$ cat config.mk
export PLATFORM = sky130hd
export DESIGN_NAME = alu_issue_stage
export DESIGN_NICKNAME = d
export VERILOG_FILES = /design/src/rtl/rv32i_pkg.sv /design/src/rtl/alu_issue_skid.sv /design/src/rtl/alu_issue_stage.sv
export SDC_FILE = /design/constraint.sdc
export NUM_CORES = 1
export LEC_CHECK = 0
export CORE_MARGIN = 10
export CORE_UTILIZATION = 50
export DETAILED_ROUTE_END_ITERATION = 12
export PLACE_DENSITY = 0.78
export SLEW_MARGIN = 20
export SYNTH_ARGS = -nofsm -noshare
export SYNTH_HDL_FRONTEND = slang
export SYNTH_HIERARCHICAL = 1
export SYNTH_SLANG_ARGS = --single-unit
$ cat constraint.sdc
create_clock -name clk -period 2.8 [get_ports clk]
set_clock_uncertainty 0.1 [all_clocks]
set_input_delay 0.28 -clock clk [delete_from_list [all_inputs] [get_ports clk]]
set_output_delay 0.28 -clock clk [all_outputs]
set_load 0.01 [all_outputs]
$ cat src/rtl/rv32i_pkg.sv
// RV32I opcode/funct constants, ALU op encoding and the issue payload shared by the issue stage.
package rv32i_pkg;

    localparam int XLEN = 32;

    localparam logic [6:0] OPC_OP     = 7'b0110011;
    localparam logic [6:0] OPC_OP_IMM = 7'b0010011;
    localparam logic [6:0] OPC_LUI    = 7'b0110111;

    localparam logic [2:0] F3_ADD_SUB = 3'b000;
    localparam logic [2:0] F3_SLL     = 3'b001;
    localparam logic [2:0] F3_SLT     = 3'b010;
    localparam logic [2:0] F3_SLTU    = 3'b011;
    localparam logic [2:0] F3_XOR     = 3'b100;
    localparam logic [2:0] F3_SRL_SRA = 3'b101;
    localparam logic [2:0] F3_OR      = 3'b110;
    localparam logic [2:0] F3_AND     = 3'b111;

    localparam logic [6:0] F7_BASE = 7'b0000000;
    localparam logic [6:0] F7_ALT  = 7'b0100000;

    localparam logic [2:0] ALUOP_ADD = 3'b000;
    localparam logic [2:0] ALUOP_SUB = 3'b001;
    localparam logic [2:0] ALUOP_AND = 3'b010;
    localparam logic [2:0] ALUOP_OR  = 3'b011;
    localparam logic [2:0] ALUOP_XOR = 3'b100;
    localparam logic [2:0] ALUOP_SLL = 3'b101;
    localparam logic [2:0] ALUOP_SRL = 3'b110;
    localparam logic [2:0] ALUOP_SRA = 3'b111;

    typedef struct packed {
        logic             illegal;
        logic [4:0]       rd;
        logic [2:0]       aluop;
        logic [XLEN-1:0]  b;
        logic [XLEN-1:0]  a;
    } issue_pld_t;

    localparam int PLD_W = $bits(issue_pld_t);

    function automatic logic [XLEN-1:0] sext_imm12(input logic [11:0] imm);
        return {{(XLEN-12){imm[11]}}, imm};
    endfunction

endpackage

$ cat src/rtl/alu_issue_skid.sv
// Two-entry valid/ready skid buffer, 1-cycle latency, full throughput.
// in_ready is registered and low only when both main and skid slots are occupied.
module alu_issue_skid #(
    parameter int W = 73
) (
    input  logic         clk,
    input  logic         rst_n,
    input  logic         in_valid,
    output logic         in_ready,
    input  logic [W-1:0] in_data,
    output logic         out_valid,
    input  logic         out_ready,
    output logic [W-1:0] out_data
);

    typedef enum logic [1:0] {
        ST_EMPTY = 2'd0,
        ST_ONE   = 2'd1,
        ST_TWO   = 2'd2
    } skid_state_t;

    skid_state_t    r_state;
    logic [W-1:0]   r_main;
    logic [W-1:0]   r_skid;
    logic           r_in_rdy;
    logic           r_out_vld;
    logic           w_in_xfer;
    logic           w_out_xfer;

    assign w_in_xfer  = in_valid & r_in_rdy;
    assign w_out_xfer = r_out_vld & out_ready;

    always_ff @(posedge clk or negedge rst_n) begin
        if (!rst_n) begin
            r_state   <= ST_EMPTY;
            r_main    <= '0;
            r_skid    <= '0;
            r_in_rdy  <= 1'b1;
            r_out_vld <= 1'b0;
        end else begin
            case (r_state)
                ST_EMPTY: begin
                    if (w_in_xfer) begin
                        r_main    <= in_data;
                        r_state   <= ST_ONE;
                        r_out_vld <= 1'b1;
                    end
                end
                ST_ONE: begin
                    if (w_in_xfer && !w_out_xfer) begin
                        r_skid   <= in_data;
                        r_state  <= ST_TWO;
                        r_in_rdy <= 1'b0;
                    end else if (w_out_xfer && !w_in_xfer) begin
                        r_state   <= ST_EMPTY;
                        r_out_vld <= 1'b0;
                    end else if (w_in_xfer && w_out_xfer) begin
                        r_main <= in_data;
                    end
                end
                ST_TWO: begin
                    // The older entry leaves; the skid entry becomes the head.
                    if (w_out_xfer) begin
                        r_main   <= r_skid;
                        r_state  <= ST_ONE;
                        r_in_rdy <= 1'b1;
                    end
                end
                default: begin
                    r_state   <= ST_EMPTY;
                    r_in_rdy  <= 1'b1;
                    r_out_vld <= 1'b0;
                end
            endcase
        end
    end

    assign in_ready  = r_in_rdy;
    assign out_valid = r_out_vld;
    assign out_data  = r_main;

endmodule

$ cat src/rtl/alu_issue_stage.sv
// RV32I ALU issue stage: decodes in the input cycle, then holds operands in a skid buffer.
// Latency 1 cycle; in_ready is registered and drops only when two entries are held.
module alu_issue_stage
    import rv32i_pkg::*;
(
    input  logic            clk,
    input  logic            rst_n,
    input  logic            in_valid,
    output logic            in_ready,
    input  logic [31:0]     in_instr,
    input  logic [31:0]     in_rs1_data,
    input  logic [31:0]     in_rs2_data,
    output logic            out_valid,
    input  logic            out_ready,
    output logic [31:0]     out_a,
    output logic [31:0]     out_b,
    output logic [2:0]      out_aluop,
    output logic [4:0]      out_rd,
    output logic            out_illegal
);

    logic [6:0]     w_opc;
    logic [2:0]     w_f3;
    logic [6:0]     w_f7;
    logic [31:0]    w_shamt_reg;
    logic [31:0]    w_shamt_imm;
    logic [31:0]    w_a;
    logic [31:0]    w_b;
    logic [2:0]     w_aluop;
    logic           w_illegal;
    issue_pld_t     w_in_pld;
    issue_pld_t     w_out_pld;

    assign w_opc       = in_instr[6:0];
    assign w_f3        = in_instr[14:12];
    assign w_f7        = in_instr[31:25];
    assign w_shamt_reg = {27'b0, in_rs2_data[4:0]};
    assign w_shamt_imm = {27'b0, in_instr[24:20]};

    always_comb begin
        w_illegal = 1'b1;
        w_aluop   = ALUOP_ADD;
        w_a       = '0;
        w_b       = '0;
        case (w_opc)
            OPC_OP: begin
                w_a = in_rs1_data;
                w_b = in_rs2_data;
                case (w_f3)
                    F3_ADD_SUB: begin
                        if (w_f7 == F7_BASE) begin
                            w_aluop = ALUOP_ADD; w_illegal = 1'b0;
                        end else if (w_f7 == F7_ALT) begin
                            w_aluop = ALUOP_SUB; w_illegal = 1'b0;
                        end
                    end
                    F3_XOR: if (w_f7 == F7_BASE) begin w_aluop = ALUOP_XOR; w_illegal = 1'b0; end
                    F3_OR:  if (w_f7 == F7_BASE) begin w_aluop = ALUOP_OR;  w_illegal = 1'b0; end
                    F3_AND: if (w_f7 == F7_BASE) begin w_aluop = ALUOP_AND; w_illegal = 1'b0; end
                    F3_SLL: begin
                        w_b = w_shamt_reg;
                        if (w_f7 == F7_BASE) begin w_aluop = ALUOP_SLL; w_illegal = 1'b0; end
                    end
                    F3_SRL_SRA: begin
                        w_b = w_shamt_reg;
                        if (w_f7 == F7_BASE) begin
                            w_aluop = ALUOP_SRL; w_illegal = 1'b0;
                        end else if (w_f7 == F7_ALT) begin
                            w_aluop = ALUOP_SRA; w_illegal = 1'b0;
                        end
                    end
                    default: ;
                endcase
            end
            OPC_OP_IMM: begin
                w_a = in_rs1_data;
                w_b = sext_imm12(in_instr[31:20]);
                case (w_f3)
                    F3_ADD_SUB: begin w_aluop = ALUOP_ADD; w_illegal = 1'b0; end
                    F3_XOR:     begin w_aluop = ALUOP_XOR; w_illegal = 1'b0; end
                    F3_OR:      begin w_aluop = ALUOP_OR;  w_illegal = 1'b0; end
                    F3_AND:     begin w_aluop = ALUOP_AND; w_illegal = 1'b0; end
                    F3_SLL: begin
                        w_b = w_shamt_imm;
                        if (w_f7 == F7_BASE) begin w_aluop = ALUOP_SLL; w_illegal = 1'b0; end
                    end
                    F3_SRL_SRA: begin
                        w_b = w_shamt_imm;
                        if (w_f7 == F7_BASE) begin
                            w_aluop = ALUOP_SRL; w_illegal = 1'b0;
                        end else if (w_f7 == F7_ALT) begin
                            w_aluop = ALUOP_SRA; w_illegal = 1'b0;
                        end
                    end
                    default: ;
                endcase
            end
            OPC_LUI: begin
                w_a       = '0;
                w_b       = {in_instr[31:12], 12'b0};
                w_aluop   = ALUOP_ADD;
                w_illegal = 1'b0;
            end
            default: ;
        endcase
        // Illegal entries still issue, but with neutral operands so execute sees no stale data.
        if (w_illegal) begin
            w_a     = '0;
            w_b     = '0;
            w_aluop = ALUOP_ADD;
        end
    end

    assign w_in_pld.illegal = w_illegal;
    assign w_in_pld.rd      = in_instr[11:7];
    assign w_in_pld.aluop   = w_aluop;
    assign w_in_pld.b       = w_b;
    assign w_in_pld.a       = w_a;

    alu_issue_skid #(
        .W (PLD_W)
    ) u_skid (
        .clk       (clk),
        .rst_n     (rst_n),
        .in_valid  (in_valid),
        .in_ready  (in_ready),
        .in_data   (w_in_pld),
        .out_valid (out_valid),
        .out_ready (out_ready),
        .out_data  (w_out_pld)
    );

    assign out_a       = w_out_pld.a;
    assign out_b       = w_out_pld.b;
    assign out_aluop   = w_out_pld.aluop;
    assign out_rd      = w_out_pld.rd;
    assign out_illegal = w_out_pld.illegal;

endmodule

==> metrics.txt, run 1 <==
status finished, final reports clean; Power Dens Cells roughly 450 mW/mm2; Yosys reg bits 150; Mapped Area 0.008589 mm2; Startpoint Class primary input; vias in the first global route 6605; fraction of layout cells with a size suffix above 1 between 40% and 50%; Max-slew headroom 51.42%; DR iter-0 viols 319; Tmin final 2.600 ns; CP bufs+invs 2; Worst Tran Pin Value 0.7227 ns; Core Area about 0.017 mm2; sequential fraction of the synthesis area a little over two fifths; Logic pwr share approximately 11%; synthesized net count about 730; vias 5932; Util after Layout 67.77%; final wirelength 22.42 mm; global-route wire length before repair between 30 and 40 mm; Post-Synthesis Mean Instance Area 13.61 um2; Synth top cells by count 149 x dfrtp_1, 148 x mux2_2, 71 x mux2_4; most common cell in the netlist dfrtp_1; Power Total 5.124 mW; switch share between 20% and 30%; NumNets Final around 930; Crit path arrival time 2.87 ns; IO Count 175; post-synth top area share 43.41%; via-per-instance ratio 5.602; Clock power frac 44.2%; drt first pass iters 5; Clock transition at path regs 0.06 ns; worst-case clock buffer depth 2; final hold viol count 0; Syn Inst Count 631; Peak Freq 384.7 MHz; Yosys Warn Count 6; Max Cap Viol 0; worst vdd ir 0.4550 mV; Hold Path Class primary input to asynchronous set/reset pin; Max Transition Viols Final 0; largest net degree at the start of global routing 70; R2R Path End u_skid/out_data[55]; Main synth FF type dfrtp_1; Yosys top cell by area dfrtp_1; Design Area, Final 0.01132 mm2; reg-to-reg slack, setup 0.53 ns; Post-DRT Antenna Nets 0; H-tree levels 4; drt drc 0; Leakage Power ~5 nW; Syn-to-layout area delta 31.77%; Wirelength per Cell 21.17 um; Post-CTS Setup Inserts 0; Setup violations, final 0; Placed Instance Area 0.01073 mm2; Cell Rows 47; RSZ-0062 raised after global routing false; Reg2Reg Launch Point u_skid/in_ready; Initial Util 51.43%; DP Wirelength 15.94 mm; port bufs 174; DP Worst Slack -0.2038 ns; all-layer global routing usage 19.97%; crit path max-delay cell type or4_4; CP Max Fanout 3; fill cell count 1191; number of synthesized flops with an enable pin 0; die area 0.02282 mm2; initial antenna violation count 0; CP Capture Type flop; Setup WS post-layout 0.2004 ns; R2R cell count 7; ys async rst share 100.0%; period utilization 92.84%; TritonCTS clock tree yes; critical path's top delay family compound AO/OA/AOI/OAI gates; cts bufs inserted 17; total congestion overflow 0; clk sinks 150; Root Driver clkbuf_16; Final GP Congestion 0.8696; crit path cell chain clkdlybuf4s50_1, or4_4, o31ai_1, nand4_1, a2111oi_0, buf_4, mux2_2, mux2_4; ant diodes 0; ranking of synthesized cells by area dfrtp_1 43%, mux2_2 19%, mux2_4 12%; worst stage delay on the critical path roughly 0.60 ns; internal power component 3.914 mW; count of different cell masters after synthesis 53; Flop pwr share ~45%; WP data required 3.07 ns; Die Width 151.1 um; clk_lat worst skew 0.42 ns; Die H 151.1 um; PostCTS Resize Cnt 0; Setup CP Type primary input to flop; Switch Pwr between 1 and 1.5 mW
-- cell usage in the layout, fill, tap and decap left out, types with 12 or more instances in the layout --
cell type / Yosys / layout
a211oi_2: 13 / 13
dfrtp_1: 149 / 149
nand2_1: 26 / 26
clkbuf_16: 0 / 17
buf_4: 1 / 41
mux2_4: 71 / 71
buf_12: 1 / 12
and3_1: 19 / 19
o21ai_0: 25 / 25
mux2_2: 148 / 148
clkdlybuf4s50_1: 0 / 173
nor3b_2: 25 / 25
-- power by group through the flow --
stage          clock [mW]  combinational [mW]  sequential, mW
5_1_grt              2.41               0.613            2.29
6_report             2.27               0.574            2.29
2_1_floorplan           0               0.175            2.34
4_1_cts              2.31               0.582            2.29
3_5_place_dp            0               0.575            2.33
3_3_place_gp            0               0.564            2.32
-- metrics by stage --
stage,instances,hold WS [ns],setup TNS [ns]
after floorplan,631,-0.1156,0
after global placement,1026,0.1435,-1.057
after detailed placement,1026,0.1641,-5.189
after CTS,1059,0.2826,0
after global routing,1059,0.3165,0
final,1059,0.2655,0
-- flip-flops by register name, indices dropped and copies added (netlist names) --
signal,count
u_skid/r_state,2
u_skid/in_ready,1
u_skid/r_skid,73
u_skid/out_data,73
u_skid/out_valid,1
-- cells by family (layout without fill, tap and decap cells) --
logic type | Yosys count | in the layout | share of synthesized area, %
and+or+nand+nor | 122 | 122 | 11.01
muxes | 224 | 224 | 32.40
DFF | 150 | 150 | 43.71
AOI/OAI and AO/OA | 73 | 73 | 6.934
adders and majority gates | 3 | 3 | 0.4370
buffers and inverters | 59 | 267 | 5.506
-- per-layer routing --
| metal | routed length, um | track usage [%] |
|---|---|---|
| met5 | 0 | 0 |
| met4 | 366 | 5.919 |
| met3 | 1761 | 6.444 |
| met2 | 10570 | 31.83 |
| met1 | 9714 | 25.42 |
-- what timing repair did --
item / 4_1_cts / 5_1_grt
hold endpoints to repair: 46 / 0
hold buffers: 1 / 0
setup endpoints to repair: 0 / 0
-- worst max-delay path by stage --
| stage | startpoint | to | cells past startpoint |
|---|---|---|---|
| after floorplan | in_instr[2] | u_skid/out_data[50] | 9 |
| after CTS | in_instr[25] | u_skid/out_data[43] | 8 |
| after global routing | in_instr[25] | u_skid/out_data[43] | 8 |
| after detailed placement | in_instr[25] | u_skid/out_data[43] | 8 |
| final | in_instr[25] | u_skid/out_data[43] | 8 |
| after global placement | in_instr[25] | u_skid/out_data[43] | 8 |
-- area by class of cell --
cell class,count,area [um2],area share (%)
flip-flops and latches,150,3755,33.17
well taps,220,275.3,2.432
inverters,7,26.28,0.2321
clock buffers,18,429.2,3.792
repair buffers,228,2301,20.33
clock inverters,14,146.4,1.293
multi-input cells,422,4385,38.75
Power figures use the tool's default switching activity.
==> run 2: changes to the inputs <==
--- a/config.mk
+++ b/config.mk
@@ -6,9 +6,9 @@
 export NUM_CORES = 1
 export LEC_CHECK = 0
 export CORE_MARGIN = 10
-export CORE_UTILIZATION = 50
+export CORE_UTILIZATION = 47
 export DETAILED_ROUTE_END_ITERATION = 12
-export PLACE_DENSITY = 0.78
+export PLACE_DENSITY = 0.77
 export SLEW_MARGIN = 20
 export SYNTH_ARGS = -nofsm -noshare
 export SYNTH_HDL_FRONTEND = slang
==> constraint.sdc (replaced) <==
create_clock -name clk -period 2.3 [get_ports clk]
set_clock_uncertainty 0.1 [all_clocks]
set_input_delay 0.23 -clock clk [delete_from_list [all_inputs] [get_ports clk]]
set_output_delay 0.23 -clock clk [all_outputs]
set_load 0.01 [all_outputs]
==> metrics.txt, run 2 (synthesis results as in run 1) <==
Syn-to-layout area delta 36.27%; TNS Setup 0 ns; via-per-instance ratio 5.534; Tmin final 2.270 ns; largest net degree at the start of global routing 53; IO Count about 180; Initial Util between 40% and 50%; Core Area around 0.018 mm2; global-route wire length before repair 37.65 mm; Leakage Power about 5.2 nW; final hold slack 0.2035 ns; placed cell count between 1000 and 1500; port bufs 174; Worst Tran Pin Value 0.6360 ns; commonest non-fill, non-tap cell in the layout clkdlybuf4s50_1; crit path cell chain clkdlybuf4s15_1, or4_4, o41ai_4, buf_4, a21boi_4, buf_12, buf_4, buf_16, a211oi_4, mux2_4, mux2_4; Setup CP Type primary input to flop; Clock transition at path regs 0.06 ns; worst stage delay on the critical path 0.60 ns; final hold viol count 0; clk_lat worst skew about 0.42 ns; worst-case clock buffer depth 2; WP data required 2.56 ns; cts bufs inserted 17; Flop pwr share 43.6%; final wirelength between 20 and 25 mm; DR iter-0 viols 423; Die Width 155.2 um; vias 6038; Crit path arrival time 2.53 ns; drt drc 0; Setup WS post-layout 0.03031 ns; CP Max Fanout 6; Wirelength per Cell 21.85 um; internal power component 4.941 mW; initial antenna violation count 2; Power Dens Cells 546.3 mW/mm2; Power Total ~6.4 mW; Switch Pwr 1.454 mW; total congestion overflow 0; Startpoint Class primary input; Clock power frac 45.3%; fill cell count approximately 1300; H-tree levels 4; DP Wirelength roughly 17 mm; clk sinks 150; NumNets Final 950; Die H 155.2 um; drt first pass iters 4; Max Transition Viols Final 0; switch share around 23%; Logic pwr share 11.1%; status finished, final reports clean; CP Capture Type flop; Setup violations, final 0; Cell Rows 49; period utilization between 90% and 100%; DP Worst Slack -0.6351 ns; Max Cap Viol 0; TritonCTS clock tree yes; Post-DRT Antenna Nets 0; RSZ-0062 raised after global routing false; vias in the first global route 6818; R2R cell count 8; most frequent cells in the layout 167 x clkdlybuf4s50_1, 149 x dfrtp_1, 146 x mux2_2; fraction of layout cells with a size suffix above 1 46.05%; worst vdd ir 0.4894 mV; Root Driver clkbuf_16; die area 0.02408 mm2; Max-slew headroom 57.25%; Hold Path Class primary input to asynchronous set/reset pin; crit path max-delay cell type or4_4; all-layer global routing usage 19.46%; Peak Freq 440.6 MHz; Final GP Congestion 0.8707; Layout Cells excl Fill between 1000 and 1500
[run 2: worst max-delay path, delay by kind of cell]
kind	cells	cell delay (ns)
buf+inv	5	0.82
compound gates	3	0.57
simple gates	1	0.60
mux	2	0.32
[run 2: path summary, 6_finish.rpt]
kind,start,to,slack (ns)
max in group asynchronous,rst_n,u_skid/r_skid[65],1.25
setup reg to reg,u_skid/in_ready,u_skid/out_data[22],0.10
hold / removal,rst_n,u_skid/r_skid[67],0.20
min in group clk,out_ready,u_skid/in_ready,0.35
setup / recovery,in_instr[27],u_skid/out_data[47],0.03
hold reg to reg,u_skid/r_skid[59],u_skid/r_skid[59],0.40
[run 2: power by group through the flow]
stage | logic [mW] | registers (mW) | clock network (mW)
final | 0.711 | 2.79 | 2.90
after global routing | 0.761 | 2.80 | 3.07
after detailed placement | 0.705 | 2.84 | 0
after CTS | 0.716 | 2.79 | 2.95
after floorplan | 0.218 | 2.85 | 0
after global placement | 0.691 | 2.83 | 0
[run 2: area by class of cell]
type,count,area (um2),share of cell area (%)
well taps,229,286.5,2.448
flip-flops and latches,150,3755,32.08
diodes,2,5.005,0.04276
clock buffers,21,460.4,3.934
clock inverters,11,148.9,1.272
inverters,7,26.28,0.2245
repair buffers,249,2522,21.55
multi-input cells,422,4501,38.45
[run 2: routing by layer]
metal | GRT usage, % | vias up | routed length [um]
met3 | 6.920 | 26 | 1770
met4 | 4.412 | 0 | 286
met2 | 32.58 | 188 | 11640
met1 | 23.48 | 3079 | 10140
li1 | - | 2745 | -
met5 | 0 | - | 0
[run 2: timing repair]
action,in CTS,in global routing
setup endpoints to repair,60,68
resized for setup,20,10
hold buffers,1,0
buffers inserted,4,1
gates cloned,2,0
endpoints found under the hold margin,36,0
pin swaps,4,3
[run 2: through the flow]
stage	utilization [%]	area (um2)
after global placement	60.51	10870
after floorplan	-	8635
final	65.16	11710
after global routing	65.13	11700
after detailed placement	60.51	10870
after CTS	64.85	11650
==> run 3: changes to the inputs <==
--- a/config.mk
+++ b/config.mk
@@ -5,10 +5,12 @@
 export SDC_FILE = /design/constraint.sdc
 export NUM_CORES = 1
 export LEC_CHECK = 0
+export ABC_CLOCK_PERIOD_IN_PS = 2300
 export CORE_MARGIN = 10
 export CORE_UTILIZATION = 47
 export DETAILED_ROUTE_END_ITERATION = 12
 export PLACE_DENSITY = 0.77
+export RECOVER_POWER = 50
 export SLEW_MARGIN = 20
 export SYNTH_ARGS = -nofsm -noshare
 export SYNTH_HDL_FRONTEND = slang
==> metrics.txt, run 3 (synthesis results as in run 1) <==
status finished, final reports clean; fraction of layout cells with a size suffix above 1 between 40% and 50%; clk_lat worst skew 0.42 ns; Hold Crit Depth 3; die area 0.02408 mm2; drt first pass iters 4; CP Max Fanout 4; WP data required 2.50 ns; DR iter-0 viols 418; Reg2Reg Launch Point u_skid/in_ready; period utilization 98.42%; Util after Layout 65.06%; Initial Util 47.82%; Clock transition at path regs approximately 0.06 ns; via-per-instance ratio 5.549; Setup WS post-layout 0.03628 ns; Tmin final approximately 2.3 ns; vias 6054; vias in the first global route approximately 7000; Leakage Power 5.271 nW; DP Wirelength 16.54 mm; Final GP Congestion 0.8707; Max-slew headroom 24.36%; NumNets Final between 900 and 1000; Hold Path End u_skid/in_ready; DP Worst Slack -0.6351 ns; port bufs between 150 and 200; Wirelength per Cell 21.92 um; worst-case clock buffer depth 2; Cell Rows about 50; commonest non-fill, non-tap cell in the layout dfrtp_1; R2R Path End u_skid/out_data[22]; reg-to-reg slack, setup 0.09 ns; Syn-to-layout area delta 36.07%; Max Cap Viol 0; RSZ-0062 raised after global routing false; Core Area 0.01796 mm2; CP Capture Type flop; IO Count 175; cts bufs inserted 17; Power Total 6.378 mW; final hold slack 0.3525 ns; global-route wire length before repair 37.65 mm; Crit path arrival time 2.46 ns; Die H 155.2 um; Die Width 155.2 um; Hold Path Class primary input to flop; total congestion overflow 0; worst vdd ir between 0.4 and 0.5 mV; H-tree levels 4; all-layer global routing usage between 10% and 20%; worst hold start out_ready; final hold viol count 0; Peak Freq 441.8 MHz; Power Dens Cells 545.7 mW/mm2; Worst Tran Pin Value 1.135 ns; Max Transition Viols Final 0; clk sinks 150; TNS Setup 0 ns; Setup violations, final 0; Post-DRT Antenna Nets 0; most frequent cells in the layout 149 x dfrtp_1, 146 x mux2_2, 136 x clkdlybuf4s50_1; Setup CP Type primary input to flop; final wirelength 23.92 mm; R2R cell count 8; largest net degree at the start of global routing 53; TritonCTS clock tree yes; drt drc 0; Startpoint Class primary input; Root Driver clkbuf_16; initial antenna violation count 2
## run 3: how the worst max path moves through the flow
| stage | cells after the start | to | startpoint | slack (ns) |
|---|---|---|---|---|
| 6_report | 9 | u_skid/out_data[72] | in_instr[26] | 0.04 |
| 5_1_grt | 8 | u_skid/out_data[22] | u_skid/in_ready | 0.003 |
| 4_1_cts | 10 | u_skid/out_data[47] | in_instr[0] | 0.005 |
| 3_5_place_dp | 8 | u_skid/out_data[43] | in_instr[25] | -0.64 |
| 3_3_place_gp | 8 | u_skid/out_data[43] | in_instr[25] | -0.67 |
| 2_1_floorplan | 9 | u_skid/out_data[2] | in_instr[2] | -0.007 |
## run 3: metal layers
layer | track usage, % | part of all wire [%]
met4 | 4.412 | 1.1
met5 | 0 | 0
met1 | 23.48 | 43
met3 | 6.920 | 7.2
met2 | 32.58 | 49
## run 3: where the power goes
group	switching [mW]	internal [mW]	leakage, nW	total (mW)
logic	0.273	0.421	2.90	0.693
registers	0.0521	2.73	2.07	2.78
clock network	1.13	1.77	0.301	2.90
## run 3: layout make-up
type	count	area, um2
multi-input cells	422	4501
well taps	229	286.5
flip-flops and latches	150	3755
fillers	1311	6276
diodes	2	5.005
clock inverters	11	148.9
clock buffers	21	460.4
repair buffers	249	2505
inverters	7	26.28
## run 3: worst max-delay path, cell delays in order
cell and delay [ns]:
clkdlybuf4s15_1 0.21, or4_4 0.58, o41ai_4 0.27, buf_4 0.18, a21boi_4 0.06, clkbuf_4 0.18
or2_4 0.23, mux2_2 0.26, mux2_4 0.25
## run 3: timing repair
action / in CTS / in global routing
gates resized for setup: 20 / 10
pin swaps: 4 / 3
setup endpoints to repair: 60 / 68
endpoints found under the hold margin: 36 / 0
hold buffers: 1 / 0
cloned: 2 / 0
setup buffers: 4 / 1
## run 3: stage by stage
stage	cells	cell area [um2]
global route	1089	11680
CTS	1088	11650
floorplan	631	8635
detailed placement	1049	10870
global placement	1049	10870
finish	1091	11690
